**src/rtl/mips_pkg.sv**
```systemverilog
// rtl/mips_pkg.sv - opcodes, functs, ALU codes, mux encodings and state enum for the multicycle control unit
package mips_pkg;

  localparam logic [5:0] OP_RTYPE = 6'b000000;
  localparam logic [5:0] OP_LW    = 6'b100011;
  localparam logic [5:0] OP_SW    = 6'b101011;
  localparam logic [5:0] OP_BEQ   = 6'b000100;
  localparam logic [5:0] OP_ADDI  = 6'b001000;
  localparam logic [5:0] OP_J     = 6'b000010;

  localparam logic [5:0] FUNCT_ADD = 6'b100000;
  localparam logic [5:0] FUNCT_SUB = 6'b100010;
  localparam logic [5:0] FUNCT_AND = 6'b100100;
  localparam logic [5:0] FUNCT_OR  = 6'b100101;
  localparam logic [5:0] FUNCT_SLT = 6'b101010;

  localparam logic [2:0] ALU_AND = 3'b000;
  localparam logic [2:0] ALU_OR  = 3'b001;
  localparam logic [2:0] ALU_ADD = 3'b010;
  localparam logic [2:0] ALU_SUB = 3'b110;
  localparam logic [2:0] ALU_SLT = 3'b111;

  localparam logic [1:0] SRC_B_REG     = 2'b00;
  localparam logic [1:0] SRC_B_FOUR    = 2'b01;
  localparam logic [1:0] SRC_B_IMM     = 2'b10;
  localparam logic [1:0] SRC_B_IMM_SH2 = 2'b11;

  localparam logic [1:0] PC_SRC_ALU    = 2'b00;
  localparam logic [1:0] PC_SRC_ALUOUT = 2'b01;
  localparam logic [1:0] PC_SRC_JUMP   = 2'b10;

  typedef enum logic [1:0] {
    ALU_OP_ADD   = 2'd0,
    ALU_OP_SUB   = 2'd1,
    ALU_OP_FUNCT = 2'd2
  } alu_op_t;

  typedef enum logic [3:0] {
    S_FETCH    = 4'd0,
    S_DECODE   = 4'd1,
    S_MEMADR   = 4'd2,
    S_MEMREAD  = 4'd3,
    S_MEMWB    = 4'd4,
    S_MEMWRITE = 4'd5,
    S_EXECUTE  = 4'd6,
    S_ALUWB    = 4'd7,
    S_BRANCH   = 4'd8,
    S_ADDIEX   = 4'd9,
    S_ADDIWB   = 4'd10,
    S_JUMP     = 4'd11
  } state_t;

endpackage

```
**src/rtl/alu_decoder.sv**
```systemverilog
// rtl/alu_decoder.sv - maps the state's ALU class and funct to an ALU code and a funct-illegal flag
module alu_decoder
  import mips_pkg::*;
#(
  parameter int ALU_CTRL_WIDTH = 3
) (
  input  alu_op_t                   alu_op,
  input  logic [5:0]                funct,
  output logic [ALU_CTRL_WIDTH-1:0] alu_control,
  output logic                      funct_illegal
);

  logic [2:0] code;

  always_comb begin
    code          = ALU_ADD;
    funct_illegal = 1'b0;
    case (alu_op)
      ALU_OP_SUB: code = ALU_SUB;
      ALU_OP_FUNCT: begin
        case (funct)
          FUNCT_ADD: code = ALU_ADD;
          FUNCT_SUB: code = ALU_SUB;
          FUNCT_AND: code = ALU_AND;
          FUNCT_OR:  code = ALU_OR;
          FUNCT_SLT: code = ALU_SLT;
          default: begin
            code          = ALU_ADD;
            funct_illegal = 1'b1;
          end
        endcase
      end
      default: code = ALU_ADD;
    endcase
    alu_control = ALU_CTRL_WIDTH'(code);
  end

endmodule

```
**src/rtl/multicycle_control_unit.sv**
```systemverilog
// rtl/multicycle_control_unit.sv - Moore multicycle MIPS control FSM with memory-ready wait states
module multicycle_control_unit
  import mips_pkg::*;
#(
  parameter int ALU_CTRL_WIDTH = 3,
  parameter int ENABLE_ADDI    = 1,
  parameter int ENABLE_JUMP    = 1
) (
  input  logic                      clk,
  input  logic                      rst,
  input  logic [5:0]                op,
  input  logic [5:0]                funct,
  input  logic                      zero,
  input  logic                      mem_ready,
  output logic                      mem_req,
  output logic                      iord,
  output logic                      mem_write,
  output logic                      ir_write,
  output logic                      reg_dst,
  output logic                      mem_to_reg,
  output logic                      reg_write,
  output logic                      ALU_src_a,
  output logic [1:0]                ALU_src_b,
  output logic [ALU_CTRL_WIDTH-1:0] ALU_control,
  output logic [1:0]                pc_src,
  output logic                      pc_en,
  output logic                      illegal_op,
  output logic [3:0]                state
);

  state_t  state_q, state_d;
  alu_op_t alu_op;
  logic    funct_illegal;
  logic    pc_write;
  logic    branch;

  always_ff @(posedge clk) begin
    if (rst) state_q <= S_FETCH;
    else     state_q <= state_d;
  end

  // ALU class is kept apart from the main decode so funct_illegal never loops back into it.
  always_comb begin
    alu_op = ALU_OP_ADD;
    if (!rst) begin
      case (state_q)
        S_EXECUTE: alu_op = ALU_OP_FUNCT;
        S_BRANCH:  alu_op = ALU_OP_SUB;
        default:   alu_op = ALU_OP_ADD;
      endcase
    end
  end

  alu_decoder #(.ALU_CTRL_WIDTH(ALU_CTRL_WIDTH)) u_alu_decoder (
    .alu_op        (alu_op),
    .funct         (funct),
    .alu_control   (ALU_control),
    .funct_illegal (funct_illegal)
  );

  always_comb begin
    state_d    = state_q;
    mem_req    = 1'b0;
    iord       = 1'b0;
    mem_write  = 1'b0;
    ir_write   = 1'b0;
    reg_dst    = 1'b0;
    mem_to_reg = 1'b0;
    reg_write  = 1'b0;
    ALU_src_a  = 1'b0;
    ALU_src_b  = SRC_B_REG;
    pc_src     = PC_SRC_ALU;
    pc_write   = 1'b0;
    branch     = 1'b0;
    illegal_op = 1'b0;

    case (state_q)
      S_FETCH: begin
        mem_req   = 1'b1;
        ALU_src_b = SRC_B_FOUR;
        ir_write  = mem_ready;
        pc_write  = mem_ready;
        if (mem_ready) state_d = S_DECODE;
      end
      S_DECODE: begin
        ALU_src_b = SRC_B_IMM_SH2;
        case (op)
          OP_LW, OP_SW: state_d = S_MEMADR;
          OP_RTYPE:     state_d = S_EXECUTE;
          OP_BEQ:       state_d = S_BRANCH;
          OP_ADDI: begin
            if (ENABLE_ADDI != 0) state_d = S_ADDIEX;
            else begin
              state_d    = S_FETCH;
              illegal_op = 1'b1;
            end
          end
          OP_J: begin
            if (ENABLE_JUMP != 0) state_d = S_JUMP;
            else begin
              state_d    = S_FETCH;
              illegal_op = 1'b1;
            end
          end
          default: begin
            state_d    = S_FETCH;
            illegal_op = 1'b1;
          end
        endcase
      end
      S_MEMADR: begin
        ALU_src_a = 1'b1;
        ALU_src_b = SRC_B_IMM;
        if (op == OP_SW) state_d = S_MEMWRITE;
        else             state_d = S_MEMREAD;
      end
      S_MEMREAD: begin
        mem_req = 1'b1;
        iord    = 1'b1;
        if (mem_ready) state_d = S_MEMWB;
      end
      S_MEMWB: begin
        mem_to_reg = 1'b1;
        reg_write  = 1'b1;
        state_d    = S_FETCH;
      end
      S_MEMWRITE: begin
        mem_req   = 1'b1;
        iord      = 1'b1;
        mem_write = 1'b1;
        if (mem_ready) state_d = S_FETCH;
      end
      S_EXECUTE: begin
        ALU_src_a = 1'b1;
        if (funct_illegal) begin
          illegal_op = 1'b1;
          state_d    = S_FETCH;
        end else begin
          state_d = S_ALUWB;
        end
      end
      S_ALUWB: begin
        reg_dst   = 1'b1;
        reg_write = 1'b1;
        state_d   = S_FETCH;
      end
      S_BRANCH: begin
        ALU_src_a = 1'b1;
        pc_src    = PC_SRC_ALUOUT;
        branch    = 1'b1;
        state_d   = S_FETCH;
      end
      S_ADDIEX: begin
        ALU_src_a = 1'b1;
        ALU_src_b = SRC_B_IMM;
        state_d   = S_ADDIWB;
      end
      S_ADDIWB: begin
        reg_write = 1'b1;
        state_d   = S_FETCH;
      end
      S_JUMP: begin
        pc_src   = PC_SRC_JUMP;
        pc_write = 1'b1;
        state_d  = S_FETCH;
      end
      default: state_d = S_FETCH;
    endcase

    // Reset presents an idle FETCH: address path at PC+4, every strobe off.
    if (rst) begin
      state_d    = S_FETCH;
      mem_req    = 1'b0;
      iord       = 1'b0;
      mem_write  = 1'b0;
      ir_write   = 1'b0;
      reg_dst    = 1'b0;
      mem_to_reg = 1'b0;
      reg_write  = 1'b0;
      ALU_src_a  = 1'b0;
      ALU_src_b  = SRC_B_FOUR;
      pc_src     = PC_SRC_ALU;
      pc_write   = 1'b0;
      branch     = 1'b0;
      illegal_op = 1'b0;
    end
  end

  assign pc_en = pc_write | (branch & zero);
  assign state = rst ? 4'd0 : state_q;

endmodule
```
**config.mk**
```make
export PLATFORM = sky130hd
export DESIGN_NAME = multicycle_control_unit
export DESIGN_NICKNAME = d
export VERILOG_FILES = /design/src/rtl/mips_pkg.sv /design/src/rtl/alu_decoder.sv /design/src/rtl/multicycle_control_unit.sv
export SDC_FILE = /design/constraint.sdc
export NUM_CORES = 1
export LEC_CHECK = 0
export ABC_AREA = 1
export BUFFER_PORTS_ARGS = -buffer_cell sky130_fd_sc_hd__buf_2
export CAP_MARGIN = 30
export CORE_MARGIN = 5
export CORE_UTILIZATION = 44
export DETAILED_ROUTE_END_ITERATION = 7
export PLACE_DENSITY = 0.89
export SLEW_MARGIN = 20
export SYNTH_ARGS = -nofsm -noshare
export SYNTH_HDL_FRONTEND = slang
export SYNTH_SLANG_ARGS = --single-unit
```
**constraint.sdc**
```tcl
create_clock -name clk -period 2.2 [get_ports clk]
set_input_delay 0.44 -clock clk [delete_from_list [all_inputs] [get_ports clk]]
set_output_delay 0.44 -clock clk [all_outputs]
set_load 0.005 [all_outputs]
```
==> results of run 1 <==
==> placed cells by master, fill, tap and decap left out, drive strengths merged <==
| master | instances |
|---|---|
| nand2 | 29 |
| buf | 48 |
| a21oi | 7 |
| a221oi | 1 |
| ha | 2 |
| dfxtp | 4 |
| nor3 | 2 |
| nor4 | 3 |
| o211ai | 1 |
| inv | 19 |
| nor2 | 33 |
| o21ai | 4 |
| a211o | 1 |
| or2 | 1 |
| nand3 | 16 |
| clkbuf | 3 |
| nand4 | 3 |
==> layer usage <==
| layer | part of all wire, % | vias to the layer above | GRT usage, % |
|---|---|---|---|
| li1 | - | 513 | - |
| met1 | 37 | 476 | 18.6 |
| met2 | 54 | 40 | 33.3 |
| met3 | 6.5 | 6 | 3.85 |
| met4 | 2.0 | 0 | 9.79 |
| met5 | 0 | - | 0 |
==> worst max-delay path, stage by stage, from the launching register on <==
cell and delay (ps):
dfxtp_4 350, inv_4 70, nand2_4 60, nor3_4 210
nand2_2 100, inv_2 70, ha_4 160, nand3_2 80
or2_0 230, nand2_1 60, buf_2 100
==> area by class of cell <==
type / count / area (µm²)
Tap cell: 16 / 20.0
Inverter: 19 / 76.3
Sequential cell: 4 / 90.1
Fill cell: 141 / 482
Multi-Input combinational cell: 103 / 563
Clock buffer: 3 / 22.5
Timing Repair Buffer: 48 / 270
==> cells by family after synthesis <==
logic type / Yosys count
AO/OA/AOI/OAI: 14
flip-flops: 4
buffers and inverters: 22
adder cells (fa/ha/maj): 2
AND/OR/NAND/NOR: 87
==> stage by stage <==
| stage | cells | power [mW] |
|---|---|---|
| 6_report | 193 | 0.325 |
| 5_1_grt | 193 | 0.357 |
| 4_1_cts | 189 | 0.322 |
| 3_5_place_dp | 184 | 0.220 |
| 3_3_place_gp | 184 | 0.215 |
| 2_1_floorplan | 129 | 0.168 |
==> power by group through the flow <==
stage | Sequential (mW) | Combinational, mW | Clock, mW
floorplan | 0.0821 | 0.0860 | 0
detailed placement | 0.0844 | 0.136 | 0
global placement | 0.0841 | 0.131 | 0
finish | 0.0857 | 0.151 | 0.0883
CTS | 0.0834 | 0.146 | 0.0922
global route | 0.0866 | 0.169 | 0.102
==> repair_timing <==
item,4_1_cts,5_1_grt
setup buffers,2,4
gates resized for setup,4,9
setup endpoints to repair,4,3
endpoints found under the hold margin,0,0
pin swaps,0,5
==> worst max-delay path by stage <==
stage | endpoint | slack [ps] | cells past startpoint
finish | illegal_op | 40 | 10
global route | illegal_op | -60 | 10
CTS | illegal_op | 8 | 9
detailed placement | illegal_op | 140 | 10
global placement | illegal_op | 190 | 9
floorplan | illegal_op | 350 | 10
==> summary.md, run 1 <==
| Metric | Value |
|---|---|
| Synth Area in Adders | under 10% |
| Worst hold endpoint | state_q[0]$_SDFFE_PP0P_ |
| Fin crit period | approximately 2200 ps |
| FF+latch count, synth | 4 |
| Vias per cell | roughly 5.4 |
| Ys Warns | 0 |
| Worst r2r src | state_q[0]$_SDFFE_PP0P_ |
| Synth top area share | between 10% and 20% |
| Drt first-iter violations | 30 |
| Clock tree from TritonCTS | built |
| Run status | finished clean |
| Pwr dens | 312 nW/µm² |
| Routability cong. | roughly 0.87 |
| Top cells by area, synth | nand2_1, nor2_1, dfxtp_1, nand3_1, inv_1 |
| Vias in the first global route | 943 |
| Post-Place Worst Slack | 140 ps |
| Clk slew on worst S/H paths | about 30 ps |
| Initial antenna violation count | 0 |
| Number of diodes | 0 |
| Slew headroom | approximately three quarters |
| Fin area | approximately 1000 µm² |
| Worst Max-Slew Pin Slew | roughly 340 ps |
| Tot GR Track Use | between 15 and 20% |
| Post-Synthesis Cells | about 130 |
| Placed cell area | 937 µm² |
| Clock Latency Late Sink | ~230 ps |
| Share of layout cells above drive strength 1 | 44.6% |
| Clock Power Share | between 20% and 30% |
| Mux share of post-synthesis cell area | 0% |
| Die width | 50.3 µm |
| Drt first pass iters | 5 |
| First-pass GRT wire length | 3750 µm |
| Simple-gate share of the synthesized area | approximately three fifths |
| Ys async rst share | 0% |
| Final Setup Violations | 0 |
| Fin crit share | a little over nine tenths |
| Internal | between 0.2 and 0.25 mW |
| Cts hold-fix bufs | 0 |
| Reg power frac | 26.4% |
| Die area | around 2500 µm² |
| Average wire per standard cell | 12.2 µm |
| Xor-xnor portion of the synthesized cell area | 0% |
| Most frequent cells after synthesis | nand2_1, nor2_1, nand3_1, inv_1 |
| DRC | 0 |
| Num CTS Buffers | 3 |
| CTS Sinks | 4 |
| WHS Path Cells | 4 |
| Number of I/O port buffers | 36 |
| RSZ-0062 raised after global routing | yes |
| Global route overflow | 0 |
| Number of enable flip-flop cells after synthesis | 0 |
| Reg-to-Reg End | state_q[2]$_SDFFE_PP0P_ |
| Comb power frac | ~46% |
| CP Capture Type | primary output |
| Pin count of the biggest net entering global routing | 11 |
| Cell variety after synth | 25 |
| Worst Path Max Fanout | 5 |
| Worst Setup SP | state_q[0]$_SDFFE_PP0P_ |
| Max Root-Sink Buffers | 2 |
| Max FFs per register | 4 |
| Routed WL | 2360 µm |
| Final Util | between 60% and 70% |
| Max frequency | 462 MHz |
| Core area | 1520 µm² |
| Fin. max-slew vios | 0 |
| Worst EP arrival | around 1700 ps |
| Synth Area in Compound Gates | between 10% and 20% |
| TNS Setup | 0 ps |
| CP Data Required Time | 1760 ps |
| Final ANT Viol Nets | 0 |
| Synth Net Count | about 150 |
| CP Class | flip-flop to primary output |
| Syn avg cell area | 5.55 µm² |
| Final setup skew | just over 2 ps |
| Largest family of logic cells by synthesized area | simple AND/OR/NAND/NOR gates |
| Synthesized cell area | slightly above 700 µm² |
| Starting density of the core | between 40% and 50% |
| Area Growth Syn to Fin | 45.6% |
| Hold WS | 507 ps |
| Die Y | about 50 µm |
| Maximum capacitance violations | 0 |
| Worst Min Path Start | mem_ready |
| Sw Ratio | a little under two fifths |
| Reg2Reg Depth | 12 |
| Largest Register | state_q |
| Final WS setup | roughly 35 ps |
| CTS root buffer | clkbuf_4 |
| Regs by FF count | state_q x4 |
| Most used DFF post-synth | dfxtp_1 |
| Htree depth | 1 |
| Static Leakage | 0.587 nW |
| Fin nets | roughly 200 |
| Placed wire-length estimate | 1920 µm |
| Hold Vio Cnt, Final | 0 |
| Post-synthesis sequential area ratio | approximately 11% |
| I/O pins | 37 |
| Num rows | 14 |
| Worst hold path type | input pin to flip-flop |
| NetSw | roughly 0.12 mW |
| Peak VDD IR | around 0.30 mV |
| Via count | 1035 |
| Largest area contributor in the netlist | nand2_1 |
| Reg2Reg Setup Slack | between 500 and 600 ps |
| Setup crit start kind | flip-flop |
No activity file was read; power rests on OpenSTA's default activity.
==> inputs of run 2 (changes only) <==
- CELL_PAD_IN_SITES_DETAIL_PLACEMENT: default -> 1
- CELL_PAD_IN_SITES_GLOBAL_PLACEMENT: default -> 1
- CORE_MARGIN: 5 -> default
- CORE_UTILIZATION: 44 -> 28
- HOLD_SLACK_MARGIN: default -> 0.1
==> run 2 against run 1 <==
Compared with the run above:
- hold slack worse by 10 ps
- cell count is 6.2% higher
- final area is 2.3% higher
- wire length is 21% higher
- combinational power is 9% higher
- clock power is 11% higher
- power is 6.4% higher
- die area is 9.0% higher
- first-iteration DRC count is 73% lower
- critical path type unchanged
- largest power group unchanged
- highest routed layer unchanged
==> summary.md, run 2 (synthesized netlist as in run 1, its figures left out) <==
| Metric | Value |
|---|---|
| Worst EP arrival | 1720 ps (about the same) |
| Cts hold-fix bufs | 0 (unchanged) |
| Routability cong. | 0.948 (+8.6%) |
| First-pass GRT wire length | 4440 µm (+19%) |
| Die Y | 52.6 µm (+4.4%) |
| Num rows | 17 (+3) |
| Num CTS Buffers | 3 (unchanged) |
| CP Cell Sequence | inv_4 -> nand2_4 -> nor3_4 -> nand2_2 -> inv_2 -> ha_4 -> nand3_2 -> or2_0 -> nand2_1 -> buf_2 |
| Final Setup Violations | 0 (unchanged) |
| Peak VDD IR | 0.248 mV (-17%) |
| CTS Sinks | 4 (unchanged) |
| Commonest non-fill, non-tap cell in the layout | buf_2 |
| Core area | 2320 µm² (+52%) |
| Final ANT Viol Nets | 0 (unchanged) |
| Number of I/O port buffers | 36 (unchanged) |
| Fin area | 1070 µm² (+2.3%) |
| Static Leakage | 0.592 nW (+0.95%) |
| Maximum capacitance violations | 0 (unchanged) |
| Clk slew on worst S/H paths | 50 ps (+20 ps) |
| Vias in the first global route | 1024 (+8.6%) |
| Starting density of the core | 30.9% (-16 points) |
| Final Util | 46.0% (-22 points) |
| Final setup skew | 12.7 ps (+10.7 ps) |
| Slew headroom | 75.4% (-1.5 points) |
| Worst Path Max Fanout | 5 (unchanged) |
| NetSw | 0.140 mW (+13%) |
| Critical path's top delay family | simple AND/OR/NAND/NOR gates |
| Hold Vio Cnt, Final | 0 (unchanged) |
| Share of layout cells above drive strength 1 | 44.6% (unchanged) |
| Final WS setup | 43.6 ps (+8.47 ps) |
| Clock tree from TritonCTS | built |
| Die width | 52.6 µm (+4.4%) |
| Die area | 2760 µm² (+9.0%) |
| DRC | 0 (unchanged) |
| Max frequency | 464 MHz (+0.39%) |
| Comb power frac | 47.6% (+1.2 points) |
| Drt first-iter violations | 8 (-73%) |
| Largest Register | state_q |
| CP Class | flip-flop to primary output |
| Average wire per standard cell | 14.0 µm (+14%) |
| I/O pins | 37 (unchanged) |
| CTS root buffer | clkbuf_4 |
| Sw Ratio | 40.4% (+2.3 points) |
| Pwr dens | 324 nW/µm² (+4.0%) |
| Clock Power Share | 28.4% (+1.2 points) |
| Number of diodes | 0 (unchanged) |
| Placed cell area | 945 µm² (+0.80%) |
| Drt first pass iters | 4 (-1) |
| Regs by FF count | state_q x4 |
| CP Data Required Time | 1760 ps (about the same) |
| Highest-count cells in the layout ignoring fill and taps | buf_2, nand2_1, nor2_1, nand3_1, inv_1 |
| Pin count of the biggest net entering global routing | 10 (-1) |
| Fin crit period | 2160 ps (-8.47 ps) |
| CP bufs+invs | 3 (unchanged) |
| Placed wire-length estimate | 2230 µm (+16%) |
| Worst Max-Slew Pin Slew | 366 ps (+22.0 ps) |
| Cell at the slowest stage of the critical path | dfxtp_4 |
| CP Capture Type | primary output |
| Routed WL | 2870 µm (+21%) |
| Worst hold path type | input pin to flip-flop |
| Run status | finished clean |
| Reg2Reg Setup Slack | 670 ps (+130 ps) |
| Reg power frac | 24.0% (-2.4 points) |
| Tot GR Track Use | 21.7% (+3.7 points) |
| Max FFs per register | 4 (unchanged) |
| Clock Latency Late Sink | 250 ps (+20 ps) |
| Hold WS | 497 ps (-9.98 ps) |
| Htree depth | 1 (unchanged) |
| Initial antenna violation count | 0 (unchanged) |
| Global route overflow | 0 (unchanged) |
| Via count | 1048 (+1.3%) |
| Post-Place Worst Slack | 103 ps (-37.4 ps) |
| Setup crit start kind | flip-flop |
| Vias per cell | 5.11 (-4.7%) |
| Fin crit share | 98.0% (-0.39 points) |
| Area Growth Syn to Fin | 49.0% |
| Fin. max-slew vios | 0 (unchanged) |
| Fin nets | 197 (unchanged) |
| Crit-path max cell delay | 340 ps (about the same) |
| Max Root-Sink Buffers | 2 (unchanged) |
| Internal | 0.206 mW (+2.5%) |
## run 2: cell count changes in the layout (fill, tap and decap cells not counted)
cell     delta
buf_4       -1
nand2_2     -1
nand2_4     +1
buf_6       +1
## run 2: path summary, 6_finish.rpt
| path | endpoint | depth (start not counted) | from |
|---|---|---|---|
| hold reg to reg | state_q[2]$_SDFFE_PP0P_ | 4 | state_q[2]$_SDFFE_PP0P_ |
| setup / recovery | illegal_op | 10 | state_q[0]$_SDFFE_PP0P_ |
| setup reg to reg | state_q[1]$_SDFFE_PP0P_ | 11 | state_q[0]$_SDFFE_PP0P_ |
| hold / removal | state_q[2]$_SDFFE_PP0P_ | 4 | mem_ready |
## run 2: worst min-delay path, delay by kind of cell
kind / cells / cell delay, ps
buf+inv: 1 / 120
simple gates: 3 / 140
## run 2: power by group through the flow
stage / Clock, mW / Sequential, mW / Combinational [mW]
after floorplan: 0 / 0.0821 / 0.0860
after global placement: 0 / 0.0840 / 0.132
after detailed placement: 0 / 0.0842 / 0.140
after CTS: 0.101 / 0.0839 / 0.151
after global routing: 0.106 / 0.0836 / 0.182
final: 0.0980 / 0.0831 / 0.165
## run 2: layout make-up
class	instances	area [µm²]
fillers	338	1250
multi-input cells	103	568
repair buffers	48	274
flip-flops and latches	4	90.1
inverters	19	76.3
well taps	28	35.0
clock buffers	3	22.5
## run 2: timing repair
item,in CTS,in global routing
pin swaps,0,4
endpoints found under the setup margin,4,3
setup buffers,2,5
endpoints found under the hold margin,0,0
gates cloned,0,0
gates resized for setup,6,9
## run 2: stage by stage
stage,total power [mW],setup TNS [ps],instances
2_1_floorplan,0.168,0,129
3_3_place_gp,0.216,0,195
3_5_place_dp,0.224,0,195
4_1_cts,0.336,0,200
5_1_grt,0.372,-108,205
6_report,0.346,0,205
## run 2: layer usage
layer | global-route usage [%] | routed length, µm
met1 | 22.5 | 1090
met2 | 40.9 | 1560
met3 | 2.61 | 77
met4 | 12.7 | 138
met5 | 0 | 0
